`config.mk`:
```
export PLATFORM = sky130hd
export DESIGN_NAME = move_executor
export DESIGN_NICKNAME = d
export VERILOG_FILES = /design/src/rtl/move_executor_pkg.sv /design/src/rtl/move_executor_line.sv /design/src/rtl/move_executor.sv
export SDC_FILE = /design/constraint.sdc
export NUM_CORES = 1
export LEC_CHECK = 0
export ABC_CLOCK_PERIOD_IN_PS = 22500
export CORE_MARGIN = 3
export CORE_UTILIZATION = 45
export CTS_CLUSTER_SIZE = 12
export DETAILED_ROUTE_END_ITERATION = 16
export HOLD_SLACK_MARGIN = 0.1
export SYNTH_ARGS = -nofsm -noshare
export SYNTH_HDL_FRONTEND = slang
export SYNTH_SLANG_ARGS = --single-unit
```
`constraint.sdc`:
```
create_clock -name clk_i -period 22.5 [get_ports clk_i]
set_input_delay 6.75 -clock clk_i [delete_from_list [all_inputs] [get_ports clk_i]]
set_output_delay 6.75 -clock clk_i [all_outputs]
set_load 0.01 [all_outputs]
```
`src/rtl/move_executor_pkg.sv`:
```
// Shared types, movement codes and helpers for the 2048-style move executor.
package move_executor_pkg;

    typedef logic [3:0] tile_t;

    localparam logic [2:0] MOV_NONE  = 3'd0;
    localparam logic [2:0] MOV_LEFT  = 3'd1;
    localparam logic [2:0] MOV_RIGHT = 3'd2;
    localparam logic [2:0] MOV_UP    = 3'd3;
    localparam logic [2:0] MOV_DOWN  = 3'd4;

    // Board after reset: cell0 = 1 and cell15 = 1, everything else empty.
    localparam logic [63:0] RESET_BOARD = 64'h1000_0000_0000_0001;

    typedef enum logic [2:0] {
        S_IDLE     = 3'd0,
        S_PROC     = 3'd1,
        S_SPAWN    = 3'd2,
        S_DONE     = 3'd3,
        S_WAIT_REL = 3'd4
    } state_t;

    // Tile exponent increment that sticks at 15 instead of wrapping.
    function automatic tile_t sat_inc(input tile_t e);
        return (e == 4'd15) ? 4'd15 : (e + 4'd1);
    endfunction

    // Board cell holding element j of line n; element 0 is the slide target.
    function automatic logic [3:0] cell_idx(input logic [2:0] dir, input logic [1:0] n,
                                            input logic [1:0] j);
        logic [3:0] idx;
        case (dir)
            MOV_LEFT:  idx = {n, j};
            MOV_RIGHT: idx = {n, 2'd3 - j};
            MOV_UP:    idx = {j, n};
            MOV_DOWN:  idx = {2'd3 - j, n};
            default:   idx = {n, j};
        endcase
        return idx;
    endfunction

    // One step of the 16-bit Galois LFSR, taps x^16+x^14+x^13+x^11.
    function automatic logic [15:0] lfsr_next(input logic [15:0] l);
        return (l >> 1) ^ (l[0] ? 16'hB400 : 16'h0000);
    endfunction

endpackage

```
`src/rtl/move_executor_line.sv`:
```
// Combinational slide-and-merge of one 4-tile line toward element 0.
module line_merge
    import move_executor_pkg::*;
(
    input  tile_t [3:0] line_i,
    output tile_t [3:0] line_o,
    output logic        changed_o
);

    tile_t [3:0] pack_s;
    tile_t [3:0] merge_s;
    logic  [2:0] pos_a_s;
    logic  [2:0] pos_b_s;
    logic        hit_s;

    // Compress, merge each equal pair once scanning from 0, then recompress.
    always_comb begin
        pack_s  = '0;
        pos_a_s = 3'd0;
        for (int j = 0; j < 4; j++) begin
            pack_s[pos_a_s[1:0]] = (line_i[j] != 4'd0) ? line_i[j] : pack_s[pos_a_s[1:0]];
            pos_a_s = pos_a_s + {2'd0, (line_i[j] != 4'd0)};
        end

        merge_s = pack_s;
        hit_s   = 1'b0;
        for (int j = 0; j < 3; j++) begin
            // A zeroed partner cannot merge again, so each tile merges at most once.
            hit_s          = (merge_s[j] != 4'd0) && (merge_s[j] == merge_s[j+1]);
            merge_s[j]     = hit_s ? sat_inc(merge_s[j]) : merge_s[j];
            merge_s[j+1]   = hit_s ? 4'd0 : merge_s[j+1];
        end

        line_o  = '0;
        pos_b_s = 3'd0;
        for (int j = 0; j < 4; j++) begin
            line_o[pos_b_s[1:0]] = (merge_s[j] != 4'd0) ? merge_s[j] : line_o[pos_b_s[1:0]];
            pos_b_s = pos_b_s + {2'd0, (merge_s[j] != 4'd0)};
        end

        changed_o = (line_o != line_i);
    end

endmodule

```
`src/rtl/move_executor.sv`:
```
// Applies one movement code to the 4x4 board a line per cycle, spawns a tile, pulses flag.
module move_executor #(
    parameter int unsigned WIN_EXP   = 11,
    parameter logic [15:0] LFSR_SEED = 16'hACE1
) (
    input  logic        clk_i,
    input  logic        rst_i,
    input  logic [2:0]  movement_i,
    output logic        flag_o,
    output logic        busy_o,
    output logic        changed_o,
    output logic        win_o,
    output logic [63:0] board_o
);
    import move_executor_pkg::*;

    localparam tile_t WIN_TILE   = tile_t'(WIN_EXP);
    localparam logic  SPAWN_WINS = (WIN_TILE <= 4'd1);

    state_t       state_q, state_d;
    logic [1:0]   idx_q, idx_d;
    logic [2:0]   dir_q, dir_d;
    tile_t [15:0] board_q, board_d;
    logic         changed_q, changed_d;
    logic         win_q, win_d;
    logic [15:0]  lfsr_q;
    logic         flag_q;
    logic         busy_q;

    tile_t [3:0]  line_in_s;
    tile_t [3:0]  line_out_s;
    logic         line_chg_s;
    logic         line_win_s;
    logic         move_valid_s;
    logic [3:0]   probe_s;
    logic [3:0]   spawn_idx_s;
    logic         spawn_ok_s;

    assign move_valid_s = (movement_i >= MOV_LEFT) && (movement_i <= MOV_DOWN);

    // Gather line idx_q of the board in slide order for the latched direction.
    always_comb begin
        line_in_s = '0;
        for (int j = 0; j < 4; j++) begin
            line_in_s[j] = board_q[cell_idx(dir_q, idx_q, 2'(j))];
        end
        line_win_s = 1'b0;
        for (int j = 0; j < 4; j++) begin
            line_win_s = line_win_s | (line_out_s[j] >= WIN_TILE);
        end
    end

    line_merge u_line_merge (
        .line_i    (line_in_s),
        .line_o    (line_out_s),
        .changed_o (line_chg_s)
    );

    // First empty cell scanning upward from lfsr[3:0], wrapping 15 -> 0.
    always_comb begin
        spawn_ok_s  = 1'b0;
        spawn_idx_s = 4'd0;
        probe_s     = 4'd0;
        for (int k = 0; k < 16; k++) begin
            probe_s = lfsr_q[3:0] + 4'(k);
            if (!spawn_ok_s && (board_q[probe_s] == 4'd0)) begin
                spawn_ok_s  = 1'b1;
                spawn_idx_s = probe_s;
            end else begin
                spawn_ok_s  = spawn_ok_s;
            end
        end
    end

    // Move sequencer: next state, line write-back, spawn and sticky flags.
    always_comb begin
        state_d   = state_q;
        idx_d     = idx_q;
        dir_d     = dir_q;
        board_d   = board_q;
        changed_d = changed_q;
        win_d     = win_q;
        case (state_q)
            S_IDLE: begin
                if (move_valid_s) begin
                    dir_d     = movement_i;
                    idx_d     = 2'd0;
                    changed_d = 1'b0;
                    state_d   = S_PROC;
                end else begin
                    state_d   = S_IDLE;
                end
            end
            S_PROC: begin
                for (int j = 0; j < 4; j++) begin
                    board_d[cell_idx(dir_q, idx_q, 2'(j))] = line_out_s[j];
                end
                changed_d = changed_q | line_chg_s;
                win_d     = win_q | line_win_s;
                if (idx_q == 2'd3) begin
                    state_d = S_SPAWN;
                end else begin
                    idx_d   = idx_q + 2'd1;
                    state_d = S_PROC;
                end
            end
            S_SPAWN: begin
                if (changed_q && spawn_ok_s) begin
                    board_d[spawn_idx_s] = 4'd1;
                    win_d                = win_q | SPAWN_WINS;
                end else begin
                    board_d = board_q;
                end
                state_d = S_DONE;
            end
            S_DONE: begin
                state_d = S_WAIT_REL;
            end
            S_WAIT_REL: begin
                if (movement_i == MOV_NONE) begin
                    state_d = S_IDLE;
                end else begin
                    state_d = S_WAIT_REL;
                end
            end
            default: begin
                state_d = S_IDLE;
            end
        endcase
    end

    // State, board and output registers; the LFSR free-runs outside reset.
    always_ff @(posedge clk_i or posedge rst_i) begin
        if (rst_i) begin
            state_q   <= S_IDLE;
            idx_q     <= 2'd0;
            dir_q     <= MOV_NONE;
            board_q   <= RESET_BOARD;
            changed_q <= 1'b0;
            win_q     <= 1'b0;
            lfsr_q    <= LFSR_SEED;
            flag_q    <= 1'b0;
            busy_q    <= 1'b0;
        end else begin
            state_q   <= state_d;
            idx_q     <= idx_d;
            dir_q     <= dir_d;
            board_q   <= board_d;
            changed_q <= changed_d;
            win_q     <= win_d;
            lfsr_q    <= lfsr_next(lfsr_q);
            flag_q    <= (state_d == S_DONE);
            busy_q    <= (state_d == S_PROC) || (state_d == S_SPAWN) || (state_d == S_DONE);
        end
    end

    assign flag_o    = flag_q;
    assign busy_o    = busy_q;
    assign changed_o = changed_q;
    assign win_o     = win_q;
    assign board_o   = board_q;

endmodule

```
Word-level counts from Yosys, hierarchy flattened
Cells that the tools add are included.

Register bits: 92. Input port bits: 5. Output and inout bits: 68. Logic and storage cells: 361.

Add/sub/neg operators: 23. Magnitude comparators: 48. Equal/unequal tests: 21. Muxes and demuxes: 153. Bitwise gates (word level): 9. Reduce and logical (&&, ||, !) cells: 83.

Operators with widths (count): $bmux W4 S4 (20); $mux W4 (76); $bwmux W64 (4); $pmux W64 S2 (1); $lt A4 B5 Y1 const B (25); $bwmux W16 (6); $demux W4 S4 (5); $logic_not A4 Y1 (16); $mux W64 (1); $and A48 B48 Y48 (1); $not A48 Y48 (1); $pmux W4 S3 (4); $reduce_bool A4 Y1 (11); $add A4 B4 Y4 const B (8); $bmux W4 S2 (4); $demux W4 S2 (4); $logic_and A1 B1 Y1 (31); $ge A4 B1 Y1 const B (5); $eq A3 B2 Y1 const B (6); $mux W1 (18); $add A4 B1 Y4 const B (4); $add A4 B3 Y4 const B (4); $ge A4 B4 Y1 const B (4); $mux W16 (1); 32 further kinds (77).

Longest topological paths before layout
Depth in word-level cells: 57. Mapped depth: 58.

Cells and area by module
Synthesis repeated with hierarchy kept, for this count alone.

Cells, all modules: 1645. Area total of the unflattened synthesis: 12535.8 um^2.

By module, submodules not included: move_executor (times used 1, cells an instance 1221, area each 9766.9 um^2, seq. area each 2314.7 um^2); line_merge (times used 1, cells an instance 424, area each 2768.9 um^2, seq. area each 0.0 um^2).

Worst setup path after synthesis
No wires, ideal clock.

Kind: register to register. From: register dir_q[0]. To: register win_q (netlist: win_o). Setup time: 0.129 ns. Arrival time: 10.853 ns. Data required time: 22.371 ns. Path slack: 11.517 ns. Cell stages (with the launch flop): 52. Period minus slack after synthesis: 10.983 ns. Path through: dfrtp_1 -> buf_2 -> buf_2 -> nor4b_2 -> a21o_1 -> clkbuf_1 -> mux4_2 -> a32o_1 -> a221o_1 -> inv_1 -> nand4_1 -> ha_1 -> clkbuf_1 -> inv_1 -> nor2_1 -> a221o_1 -> a2111oi_4 -> o32a_1 -> [... 16 more ...] -> a2111oi_2 -> nand4b_1 -> buf_2 -> o31ai_1 -> and2_1 -> clkbuf_1 -> a211oi_1 -> fa_1 -> clkbuf_1 -> nand2b_1 -> buf_1 -> o22ai_1 -> o2bb2ai_1 -> a221o_1 -> a211oi_2 -> nor2_1 -> a22o_1 -> o41a_1.

Longest elaborated chain between the ends: 40.

RTL lines: start, declared (RTL line move_executor.sv:22) `logic [2:0] dir_q, dir_d;`; start signal, assigned (RTL line move_executor.sv:147) `dir_q <= dir_d;`; $eq A3 B3 Y1 or $eq A3 B2 Y1 (tied branches) (RTL line move_executor_pkg.sv:32) `case (dir)`; $pmux W4 S3 (RTL line move_executor_pkg.sv:32); $bmux W4 S4 (RTL line move_executor.sv:45) `line_in_s[j] = board_q[cell_idx(dir_q, idx_q, 2'(j))];`; $mux W4 (not written as such) (RTL line move_executor.sv:45); $reduce_bool A4 Y1 (RTL line move_executor_line.sv:21, move_executor_line.sv:22); $lt A1 B3 Y1 (not written as such), or another cell as far along (RTL line move_executor_line.sv:21) `pack_s[pos_a_s[1:0]] = (line_i[j] != 4'd0) ? line_i[j] : pack_s[pos_a_s[1:0]];`; $logic_and A1 B1 Y1 (not written as such) or $mux W4 (tied branches) (RTL line move_executor_line.sv:21); $mux W4 (RTL line move_executor_line.sv:21); [... 23 more ...]; $bmux W4 S2 (RTL line move_executor_line.sv:37) `line_o[pos_b_s[1:0]] = (merge_s[j] != 4'd0) ? merge_s[j] : line_o[pos_b_s[1:0]];`; $mux W4 (not written as such) (RTL line move_executor_line.sv:37); $mux W4 (RTL line move_executor_line.sv:37); $bwmux W16 (*) (RTL line move_executor_line.sv:37); $ge A4 B4 Y1 (RTL line move_executor.sv:49) `line_win_s = line_win_s | (line_out_s[j] >= WIN_TILE);`; $or A1 B1 Y1 (2 in series) (RTL line move_executor.sv:49); $or A1 B1 Y1 (*) (RTL line move_executor.sv:49); $or A1 B1 Y1 (*) (RTL line move_executor.sv:99) `win_d = win_q | line_win_s;`; end signal, assigned (RTL line move_executor.sv:150) `win_q <= win_d;`; end, declared (RTL line move_executor.sv:25) `logic win_q, win_d;`.

Mark *: on every way between the ends. The rest lies on a longest branch, timed or not. The select of a mux whose other input is x is not followed. A chain may end at the register's enable or synchronous reset.

Worst setup path in the final report
From: register dir_q[2]. To: register changed_q (netlist: changed_o).

Longest elaborated chain between the ends: 38.

RTL lines: $eq A3 B3 Y1 or $eq A3 B2 Y1 (tied branches) (RTL line move_executor_pkg.sv:32); $pmux W4 S3 (RTL line move_executor_pkg.sv:32); $bmux W4 S4 (RTL line move_executor.sv:45); $mux W4 (not written as such) (RTL line move_executor.sv:45); $reduce_bool A4 Y1 (RTL line move_executor_line.sv:21, move_executor_line.sv:22); $lt A1 B3 Y1 (not written as such), or another cell as far along (RTL line move_executor_line.sv:21); $logic_and A1 B1 Y1 (not written as such) or $mux W4 (tied branches) (RTL line move_executor_line.sv:21); $mux W4 (RTL line move_executor_line.sv:21); [... 22 more ...]; $bwmux W16 (RTL line move_executor_line.sv:37); $bmux W4 S2 (RTL line move_executor_line.sv:37); $mux W4 (not written as such) (RTL line move_executor_line.sv:37); $mux W4 (RTL line move_executor_line.sv:37); $bwmux W16 (RTL line move_executor_line.sv:37); $ne A16 B16 Y1 (*) (RTL line move_executor_line.sv:41) `changed_o = (line_o != line_i);`; $or A1 B1 Y1 (*) (RTL line move_executor.sv:98) `changed_d = changed_q | line_chg_s;`; $pmux W1 S2 (*) (RTL line move_executor.sv:83) `case (state_q)`; end signal, assigned (RTL line move_executor.sv:149) `changed_q <= changed_d;`; end, declared (RTL line move_executor.sv:24) `logic changed_q, changed_d;`.

Marked as above.

==> results.yml <==
outcome:
  status: "finished, violations left"
  violations: "capacitance limit, slew limit"
die:
  die_h_um: 173.8
  fp.coreArea_um2: 27330
  die_area_um2: 30220
  die_w_um: 173.8
  io_pins: 73
  start_util_pct: 46.38
  row_count: 60
yosys:
  ys_seq_elements: 92
  synth-edff-count: 0
  synth_cell_type_count: 113
  synth_warnings: 0
  syn_area_um2: 12670
  synth.avg_cell_area_um2: 7.640
  synth_nets: 1684
  async_flop_share_pct: 100.0
  synth_flop_cell: "dfrtp_1"
  ys_seq_area_share_pct: 18.26
  syn_inst: 1659
place:
  dpl.cell_count: 2024
  numPortBuffers: 72
  gp_congestion: 1.032
  hpwlAfterDp_um: 45900
  dpl_cell_area_um2: 13630
clock_network:
  cts_root_buffer: "clkbuf_16"
  cts_resized: 0
  clk_latency_ps: 370
  numCtsBuffers: 9
  postCtsHoldBufs: 0
  h-tree-depth: 3
  clkTransAtPathRegs_ps: 80
  tritoncts: "built"
  cts.sinks: 92
  cts_max_path_buffers: 2
  post_cts_buffers: 0
route:
  dr.pass1.iters: 7
  drc: 0
  via_count: 15010
  routed_wl_um: 60010
  routedWlPerCell_um: 29.37
  vias_per_cell: 7.345
  ant_nets: 0
  drt_iter0_drc: 2095
global_route:
  grt_pass1_wl_um: 88890
  grt_pass1_vias: 13810
  track_usage_pct: 38.07
  antenna_found_initial: 0
  grt_max_degree: 64
  overflow: 0
run:
  maxCapViolations: 1
hold_path:
  min_path_type: "reg2reg"
  hold_start: "lfsr_q[9]"
sta:
  fin_skew_ps: 10.25
  final_max_slew_viol_count: 1
  fin_crit_ps: 15630
  fin_tns_setup_ps: 0
  worst_slew_pin_slew_ps: 1497
  setup_viol: 0
  relSlewSlack_pct: -0.8313
  hold_violations: 0
  finalCritPeriodShare_pct: 69.46
  rsz0062_at_grt: "false"
  clock.fmax_mhz: 63.99
  whs_ps: 351.7
final_layout:
  seq_area_um2: 2315
  syn_to_final_growth_pct: 10.12
  multi_input_area_um2: 9694
  drive_gt1_share_pct: 9.952
  fillers: 2766
  design_area_um2: 13960
  fin_cells: 2043
  nets: 1688
worst_setup_path:
  critPathArrivalTime_ps: 15870
  crit_slowest_cell: "mux2i_1"
  crit_start: "dir_q[2]"
  cp_data_required_time_ps: 22750
  crit_type: "reg2reg"
  r2r_start: "dir_q[2]"
  start_kind: "flip-flop"
  endpoint_kind: "flip-flop"
  path_max_fanout: 26
  cpPeakStageDelay_ps: 970
==> cell usage after synthesis, types with 8 or more instances <==
cell type  instances  area share, %
a211o_1           14           0.97
a211oi_1          24            1.4
a21o_1            18            1.1
a21oi_1           98            3.9
a221oi_1          17            1.2
a22o_1            22            1.5
a22oi_1           57            3.4
a31oi_1           35            1.7
a32oi_1           11           0.76
and2_1            23            1.1
and3_1            17           0.84
and4_1            10           0.69
buf_1              9           0.27
buf_2             30            1.2
clkbuf_1          63            1.9
dfrtp_1           82             16
dfstp_2           10            2.1
ha_1              19            1.9
inv_1             47            1.4
mux2_2            22            2.0
mux2i_1           85            6.7
mux4_2            21            3.7
nand2_1          140            4.1
nand2b_1          21            1.0
nand3_1           44            1.7
nand4_1           21            1.0
nor2_1           167            4.9
nor2b_1           16           0.79
nor3_1            55            2.2
nor3b_1           18            1.1
nor4_1            19           0.94
o211ai_1          28            1.7
o21a_1             9           0.53
o21ai_0           92            3.6
o21ai_1            8           0.32
o221ai_1          17            1.2
o22a_1            13           0.90
o22ai_1           34            1.7
o31ai_1           15           0.89
or2_2             15           0.74
or3_1              9           0.44
or4_1             10           0.59
xnor2_1           14           0.97
==> area by class of cell <==
| class | count | area share [%] |
|---|---|---|
| multi-input cells | 1404 | 69.46 |
| clock buffers | 9 | 1.614 |
| inverters | 52 | 1.416 |
| well taps | 372 | 3.335 |
| clock inverters | 7 | 0.6544 |
| flip-flops and latches | 92 | 16.58 |
| repair buffers | 104 | 6.885 |
| diodes | 3 | 0.05379 |
==> metrics by stage <==
stage               worst slack (ps)  utilization (%)
CTS                             7235            51.05
detailed placement              7256            49.89
finish                          6872            51.08
global route                    5561            51.05
floorplan                      11520                -
global placement                7503            49.89
==> layout by cell type (no fill, tap or decap), types with 21 or more instances in the layout <==
| cell type | instances |
|---|---|
| nand2b_1 | 21 |
| nor2_1 | 167 |
| nand3_1 | 44 |
| nand4_1 | 21 |
| a211oi_1 | 24 |
| mux4_2 | 21 |
| a22o_1 | 22 |
| nor3_1 | 55 |
| a21oi_1 | 98 |
| mux2_2 | 22 |
| inv_1 | 46 |
| buf_4 | 32 |
| a22oi_1 | 57 |
| mux2i_1 | 85 |
| clkdlybuf4s50_1 | 72 |
| a31oi_1 | 35 |
| dfrtp_1 | 82 |
| nand2_1 | 140 |
| o211ai_1 | 28 |
| o21ai_0 | 92 |
| o22ai_1 | 32 |
| and2_1 | 23 |
==> metal layers <==
layer,wire length (µm),GRT usage (%),part of all wire (%)
met5,0,0,0
met4,4221,21.48,7.0
met3,6498,9.198,11
met2,25620,58.28,43
met1,23670,49.12,39
==> cell families after synthesis <==
family	synth area share (%)
AOI/OAI and AO/OA	34.77
xor gates and xnor gates	1.668
adders and majority gates	2.034
buffers and inverters	5.449
DFF	18.26
muxes	12.61
and+or+nand+nor	25.21
==> critical path, delay by kind of cell, from the launching register on <==
family,cells,cell delay [ps]
AO/OA/AOI/OAI,14,3800
XOR/XNOR,2,470
adder cells (fa/ha/maj),4,1950
buffers and inverters,2,430
flip-flops,1,850
multiplexers,1,970
AND/OR/NAND/NOR,16,6970
==> state kept, by name, summed over array words and instances (netlist names) <==
register,cells
board_o,64
busy_o,1
changed_o,1
dir_q,3
flag_o,1
idx_q,2
lfsr_q,16
state_q,3
win_o,1
==> path summary, 6_finish.rpt <==
| path | to | slack, ps | cells past startpoint |
|---|---|---|---|
| min | lfsr_q[8] | 350 | 0 |
| min in group asynchronous | state_q[2] | 6710 | 2 |
| max in group asynchronous | board_o[50] | 14590 | 3 |
| min reg2reg | lfsr_q[8] | 350 | 0 |
| max reg2reg | changed_o | 6870 | 39 |
| max | changed_o | 6870 | 39 |
Power is not shown: default switching activity piles up to over one toggle a cycle in this logic, so the estimate is an artifact.
